===== src/rtl/gfx256_pixel_reader_if.sv =====
// Request, pixel-output and 256-bit memory-read signals of the pixel reader.
// slave: the reader's view; master: the requester/bus-model view.
interface gfx256_pixel_reader_if #(parameter int ADDR_W = 32);
  logic [1:0]        color_depth_i;
  logic              invalidate_i;
  logic              req_valid_i;
  logic              req_ready_o;
  logic [ADDR_W-1:0] req_addr_i;
  logic              pix_valid_o;
  logic              pix_ready_i;
  logic [31:0]       pix_color_o;
  logic              mem_cyc_o;
  logic              mem_stb_o;
  logic              mem_we_o;
  logic [31:0]       mem_sel_o;
  logic [ADDR_W-1:0] mem_adr_o;
  logic              mem_ack_i;
  logic [255:0]      mem_dat_i;

  modport slave (
    input  color_depth_i, invalidate_i, req_valid_i, req_addr_i, pix_ready_i,
           mem_ack_i, mem_dat_i,
    output req_ready_o, pix_valid_o, pix_color_o,
           mem_cyc_o, mem_stb_o, mem_we_o, mem_sel_o, mem_adr_o
  );

  modport master (
    output color_depth_i, invalidate_i, req_valid_i, req_addr_i, pix_ready_i,
           mem_ack_i, mem_dat_i,
    input  req_ready_o, pix_valid_o, pix_color_o,
           mem_cyc_o, mem_stb_o, mem_we_o, mem_sel_o, mem_adr_o
  );
endinterface


===== src/rtl/gfx256_pixel_reader.sv =====
// Pixel fetch unit: one-line 256-bit buffer, Wishbone-style line fetch on miss,
// color extraction at 8/16/24/32 bpp into a valid/ready output register.
module gfx256_pixel_reader #(
  parameter int ADDR_W = 32
) (
  input  logic                  clk_i,
  input  logic                  rst_i,
  gfx256_pixel_reader_if.slave  bus
);
  typedef enum logic {IDLE, FETCH} state_e;

  state_e            state_q, state_d;
  logic [255:0]      line_q, line_d;
  logic [ADDR_W-6:0] tag_q, tag_d;
  logic              line_vld_q, line_vld_d;
  logic              inv_seen_q, inv_seen_d;
  logic [ADDR_W-1:0] addr_q, addr_d;
  logic [1:0]        depth_q, depth_d;
  logic              pix_valid_q, pix_valid_d;
  logic [31:0]       pix_color_q, pix_color_d;
  logic              req_ready, accept, hit;

  // Bytes shifted in from above bit 255 are zero, so a pixel straddling the
  // end of the line is simply truncated.
  function automatic logic [31:0] extract(input logic [255:0] line,
                                          input logic [4:0]   ofs,
                                          input logic [1:0]   depth);
    logic [31:0] mask;
    case (depth)
      2'd0:    mask = 32'h0000_00FF;
      2'd1:    mask = 32'h0000_FFFF;
      2'd2:    mask = 32'h00FF_FFFF;
      default: mask = 32'hFFFF_FFFF;
    endcase
    return 32'(line >> {ofs, 3'b000}) & mask;
  endfunction

  always_comb begin
    state_d     = state_q;
    line_d      = line_q;
    tag_d       = tag_q;
    line_vld_d  = line_vld_q;
    inv_seen_d  = inv_seen_q;
    addr_d      = addr_q;
    depth_d     = depth_q;
    pix_valid_d = pix_valid_q && !bus.pix_ready_i;
    pix_color_d = pix_color_q;

    req_ready = !rst_i && (state_q == IDLE) && (!pix_valid_q || bus.pix_ready_i);
    accept    = req_ready && bus.req_valid_i;
    hit       = line_vld_q && (tag_q == bus.req_addr_i[ADDR_W-1:5]) && !bus.invalidate_i;

    case (state_q)
      IDLE: begin
        if (bus.invalidate_i) line_vld_d = 1'b0;
        if (accept) begin
          addr_d  = bus.req_addr_i;
          depth_d = bus.color_depth_i;
          if (hit) begin
            pix_valid_d = 1'b1;
            pix_color_d = extract(line_q, bus.req_addr_i[4:0], bus.color_depth_i);
          end else begin
            state_d    = FETCH;
            inv_seen_d = 1'b0;
          end
        end
      end
      FETCH: begin
        if (bus.invalidate_i) inv_seen_d = 1'b1;
        if (bus.mem_ack_i) begin
          line_d      = bus.mem_dat_i;
          tag_d       = addr_q[ADDR_W-1:5];
          // A line that was invalidated while in flight may already be stale.
          line_vld_d  = !(bus.invalidate_i || inv_seen_q);
          pix_valid_d = 1'b1;
          pix_color_d = extract(bus.mem_dat_i, addr_q[4:0], depth_q);
          state_d     = IDLE;
        end
      end
      default: state_d = IDLE;
    endcase
  end

  always_ff @(posedge clk_i) begin
    if (rst_i) begin
      state_q     <= IDLE;
      line_q      <= '0;
      tag_q       <= '0;
      line_vld_q  <= 1'b0;
      inv_seen_q  <= 1'b0;
      addr_q      <= '0;
      depth_q     <= '0;
      pix_valid_q <= 1'b0;
      pix_color_q <= '0;
    end else begin
      state_q     <= state_d;
      line_q      <= line_d;
      tag_q       <= tag_d;
      line_vld_q  <= line_vld_d;
      inv_seen_q  <= inv_seen_d;
      addr_q      <= addr_d;
      depth_q     <= depth_d;
      pix_valid_q <= pix_valid_d;
      pix_color_q <= pix_color_d;
    end
  end

  assign bus.req_ready_o = req_ready;
  assign bus.pix_valid_o = pix_valid_q;
  assign bus.pix_color_o = pix_color_q;
  assign bus.mem_cyc_o   = (state_q == FETCH);
  assign bus.mem_stb_o   = (state_q == FETCH);
  assign bus.mem_we_o    = 1'b0;
  assign bus.mem_sel_o   = (state_q == FETCH) ? 32'hFFFF_FFFF : 32'h0;
  assign bus.mem_adr_o   = (state_q == FETCH) ? {addr_q[ADDR_W-1:5], 5'b0} : '0;
endmodule


===== src/flat_wrapper.sv =====
// flat-port wrapper written by rule: the top's interface ports become plain ports
module gfx256_pixel_reader_flat 
#(
  parameter int ADDR_W = 32
)
  (clk_i, rst_i, bus_color_depth_i, bus_invalidate_i, bus_req_valid_i, bus_req_addr_i, bus_pix_ready_i, bus_mem_ack_i, bus_mem_dat_i, bus_req_ready_o, bus_pix_valid_o, bus_pix_color_o, bus_mem_cyc_o, bus_mem_stb_o, bus_mem_we_o, bus_mem_sel_o, bus_mem_adr_o);
  gfx256_pixel_reader_if #(.ADDR_W(ADDR_W)) bus_i ();
  input  logic clk_i;
  input  logic rst_i;
  input wire logic [$bits(bus_i.color_depth_i)-1:0] bus_color_depth_i;
  input wire logic [$bits(bus_i.invalidate_i)-1:0] bus_invalidate_i;
  input wire logic [$bits(bus_i.req_valid_i)-1:0] bus_req_valid_i;
  input wire logic [$bits(bus_i.req_addr_i)-1:0] bus_req_addr_i;
  input wire logic [$bits(bus_i.pix_ready_i)-1:0] bus_pix_ready_i;
  input wire logic [$bits(bus_i.mem_ack_i)-1:0] bus_mem_ack_i;
  input wire logic [$bits(bus_i.mem_dat_i)-1:0] bus_mem_dat_i;
  output wire logic [$bits(bus_i.req_ready_o)-1:0] bus_req_ready_o;
  output wire logic [$bits(bus_i.pix_valid_o)-1:0] bus_pix_valid_o;
  output wire logic [$bits(bus_i.pix_color_o)-1:0] bus_pix_color_o;
  output wire logic [$bits(bus_i.mem_cyc_o)-1:0] bus_mem_cyc_o;
  output wire logic [$bits(bus_i.mem_stb_o)-1:0] bus_mem_stb_o;
  output wire logic [$bits(bus_i.mem_we_o)-1:0] bus_mem_we_o;
  output wire logic [$bits(bus_i.mem_sel_o)-1:0] bus_mem_sel_o;
  output wire logic [$bits(bus_i.mem_adr_o)-1:0] bus_mem_adr_o;
  assign bus_i.color_depth_i = bus_color_depth_i;
  assign bus_i.invalidate_i = bus_invalidate_i;
  assign bus_i.req_valid_i = bus_req_valid_i;
  assign bus_i.req_addr_i = bus_req_addr_i;
  assign bus_i.pix_ready_i = bus_pix_ready_i;
  assign bus_i.mem_ack_i = bus_mem_ack_i;
  assign bus_i.mem_dat_i = bus_mem_dat_i;
  assign bus_req_ready_o = bus_i.req_ready_o;
  assign bus_pix_valid_o = bus_i.pix_valid_o;
  assign bus_pix_color_o = bus_i.pix_color_o;
  assign bus_mem_cyc_o = bus_i.mem_cyc_o;
  assign bus_mem_stb_o = bus_i.mem_stb_o;
  assign bus_mem_we_o = bus_i.mem_we_o;
  assign bus_mem_sel_o = bus_i.mem_sel_o;
  assign bus_mem_adr_o = bus_i.mem_adr_o;
  gfx256_pixel_reader #(.ADDR_W(ADDR_W)) u_core (.clk_i(clk_i), .rst_i(rst_i), .bus(bus_i));
endmodule

===== config.mk =====
export PLATFORM = sky130hd
export DESIGN_NAME = gfx256_pixel_reader_flat
export DESIGN_NICKNAME = d
export VERILOG_FILES = /design/src/rtl/gfx256_pixel_reader_if.sv /design/src/rtl/gfx256_pixel_reader.sv /design/src/flat_wrapper.sv
export SDC_FILE = /design/constraint.sdc
export NUM_CORES = 2
export LEC_CHECK = 0
export ABC_AREA = 0
export CAP_MARGIN = 20
export CORE_MARGIN = 4
export CORE_UTILIZATION = 35
export DETAILED_ROUTE_END_ITERATION = 12
export PLACE_DENSITY = 0.67
export SLEW_MARGIN = 30
export SYNTH_ARGS = -nofsm -noshare
export SYNTH_HDL_FRONTEND = slang
export SYNTH_SLANG_ARGS = --single-unit

===== constraint.sdc =====
create_clock -name clk_i -period 5.5 [get_ports clk_i]
set_clock_uncertainty 0.2 [all_clocks]
set_input_delay 0.55 -clock clk_i [delete_from_list [all_inputs] [get_ports clk_i]]
set_output_delay 0.55 -clock clk_i [all_outputs]
set_load 0.05 [all_outputs]

==> flow_summary.ini <==
[timing]
hold_viol_final = 0
tns_ps = 0
rsz0062_at_grt = no
slew_viol_final = 0
setup_slack_ps = 1640
tightest_slew_ps = 1060
slew_headroom_pct = 29.1
finalCritPeriodShare_pct = 70.1
finalCriticalPeriod_ps = 3860
setup_viol = 0
max_freq_mhz = 259
hold_slack_ps = 181

[global_route]
grt_pass1_vias = 25800
grt_pass1_wl_um = 187000
grt.total_usage_pct = 29.7
antenna_found_initial = 19
grt_start_max_net_pins = 153
gr-total-overflow = 0

[clock_network]
clkTransAtPathRegs_ps = 60
cts_max_level = 2
cts_setup_buffers = 0
cts_hold_buf = 0
clock-sinks = 353
clk-insertion-delay-late_ps = 600
clock-root-buffer = clkbuf_16
cts_buffers = 43
cts.repair.resized = 0
clk_path_buf_depth = 3
cts_tree = done

[synthesis]
syn_inst = 2935
avgSynthCellArea_um2 = 9.55
yosys.area.top_type = mux4_2
synth_edf_count = 0
synth-async-reset-ratio_pct = 0
synth_top_area_share_pct = 27.4
netlist_area_um2 = 28000
synth.area.top_cells = mux4_2, dfxtp_1, nand2_1
seq_area_frac_synth_pct = 25.2
synth_seq_cells = 353
synth_top_flop_cell = dfxtp_1
yosysWarnings = 0
synth.distinct_cells = 79

[drt]
wl_per_cell_um = 31.4
wl_um = 132000
vias = 27300
drt-initial-drc-count = 3932
viasPerCell = 6.51
antenna_left = 0
firstDrtPassIters = 5
drc_errors = 0

[floorplanning]
die_area_um2 = 84700
die_x_um = 291
die_h_um = 291
initial_utilization_pct = 35.4
core_um2 = 79300
ios = 397
row_count = 103

[worst_hold_path]
hold_start = rst_i
hp-class = input port to flip-flop

[outcome]
status = finished, final reports clean

[placed_design]
port_buffers = 390
gp_congestion = 1.05
pre_cts_ws_ps = 1730
hpwlAfterDp_um = 99100

[layout]
layout_common_cells = nand2_1, clkdlybuf4s50_1, dfxtp_1
layout-drive-gt1-share_pct = 16.9
nets = 3395
mostFrequentLayoutCell = nand2_1
syn2layout_area_growth_pct = 19.0
fin_util_pct = 42.1
num-fill-cells = 7697

[pwr]
ir_drop_uv = 180
total_leakage_power_uw = 0.0111
power_density_nw_per_um2 = 239

[setup_path]
start_kind = flip-flop
path_class = flip-flop to flip-flop
max_stage_delay_ps = 980
regToRegStartpoint = u_core.addr_q[0]$_SDFFE_PP0P_
path_cells = buf_12 -> mux4_2 -> and2_1 -> a2111oi_1 -> a221oi_1 -> a31oi_1 -> a21oi_1
worst_ep_required_time_ps = 5770
slowest_stage = dfxtp_4
endpoint_kind = flip-flop
crit_start = u_core.addr_q[0]$_SDFFE_PP0P_
arrival_ps = 4130
path_max_fanout = 54

[job]
cap_violations = 0
## layout make-up
cell class	count	area [um^2]	share of cell area, %
diodes	10	25.0	0.0750
clock buffers	54	1190	3.56
clock inverters	23	221	0.664
inverters	12	45.0	0.135
multi-input cells	2245	19000	57.1
flip-flops and latches	353	7080	21.2
well taps	1050	1310	3.94
repair buffers	444	4440	13.3
## worst max-delay path, delay by kind of cell, from the launching register on
kind                   cells  cell delay (ps)
AO/OA/AOI/OAI              4             1340
flip-flops                 1              980
multiplexers               1              550
buffers and inverters      1              430
AND/OR/NAND/NOR            1              170
## power breakdown
group	internal (uW)	leakage (uW)	switching (uW)	total (uW)
Sequential	2660	0.00287	181	2840
Combinational	946	0.00755	1270	2210
Clock	1670	0.000677	1270	2940
## worst paths after layout
check	endpoint	slack (ps)	depth (start not counted)
max reg2reg	u_core.bus.pix_color_o[4]$_SDFFE_PP0P_	1640	7
max	u_core.bus.pix_color_o[4]$_SDFFE_PP0P_	1640	7
min	u_core.bus.pix_valid_o$_SDFF_PP0_	180	2
min reg2reg	u_core.line_q[2]$_SDFFE_PP0P_	260	2
## registers in the layout, indices dropped and copies added (netlist names)
name / count
u_core.line_q: 256
u_core.addr_q: 32
u_core.bus.pix_color_o: 32
u_core.tag_q: 27
u_core.depth_q: 2
u_core.bus.mem_cyc_o: 1
u_core.bus.pix_valid_o: 1
u_core.inv_seen_q: 1
u_core.line_vld_q: 1
## routing by layer
| metal | vias up | wire [um] | GRT usage [%] |
|---|---|---|---|
| li1 | 11300 | - | - |
| met1 | 13300 | 45500 | 35.1 |
| met2 | 2127 | 56600 | 44.8 |
| met3 | 538 | 16800 | 10.2 |
| met4 | 12 | 12600 | 21.8 |
| met5 | - | 78 | 0 |
## cells in the mapped netlist (7+ instances only)
cell type and n:
a211oi_1 36, o22ai_1 14, nor2b_1 17, mux2_2 27, buf_1 18, nor2_1 45, inv_1 8, a31oi_1 27
buf_6 29, nand3_1 31, buf_2 70, a311oi_1 17, mux4_1 26, nand2b_1 7, nor3_1 12, nand2_1 769
a22oi_1 12, mux4_2 341, and2_1 45, a221oi_1 19, dfxtp_1 353, o21ai_0 79, a21oi_1 318, mux2i_1 239
and3_1 11, clkbuf_1 135, nor4_1 11, o211ai_1 7, buf_4 67, o31ai_1 8, xor2_1 27
## metrics by stage
| step | instances | total power [uW] | instance area (um^2) |
|---|---|---|---|
| 3_5_place_dp | 4104 | 5030 | 31900 |
| 2_1_floorplan | 2940 | 4190 | 28100 |
| 4_1_cts | 4181 | 7940 | 33300 |
| 3_3_place_gp | 4103 | 5010 | 31900 |
| 6_report | 4191 | 7990 | 33400 |
| 5_1_grt | 4182 | 8180 | 33300 |
## kinds of logic after synthesis
| logic type | Yosys count | synth area share, % |
|---|---|---|
| other cells | 1 | 0.0134 |
| mux | 635 | 39.5 |
| compound gates | 606 | 13.0 |
| buf+inv | 342 | 7.03 |
| flops | 353 | 25.2 |
| simple gates | 971 | 14.4 |
| xor+xnor | 27 | 0.843 |
No activity file was read; power rests on OpenSTA's default activity.
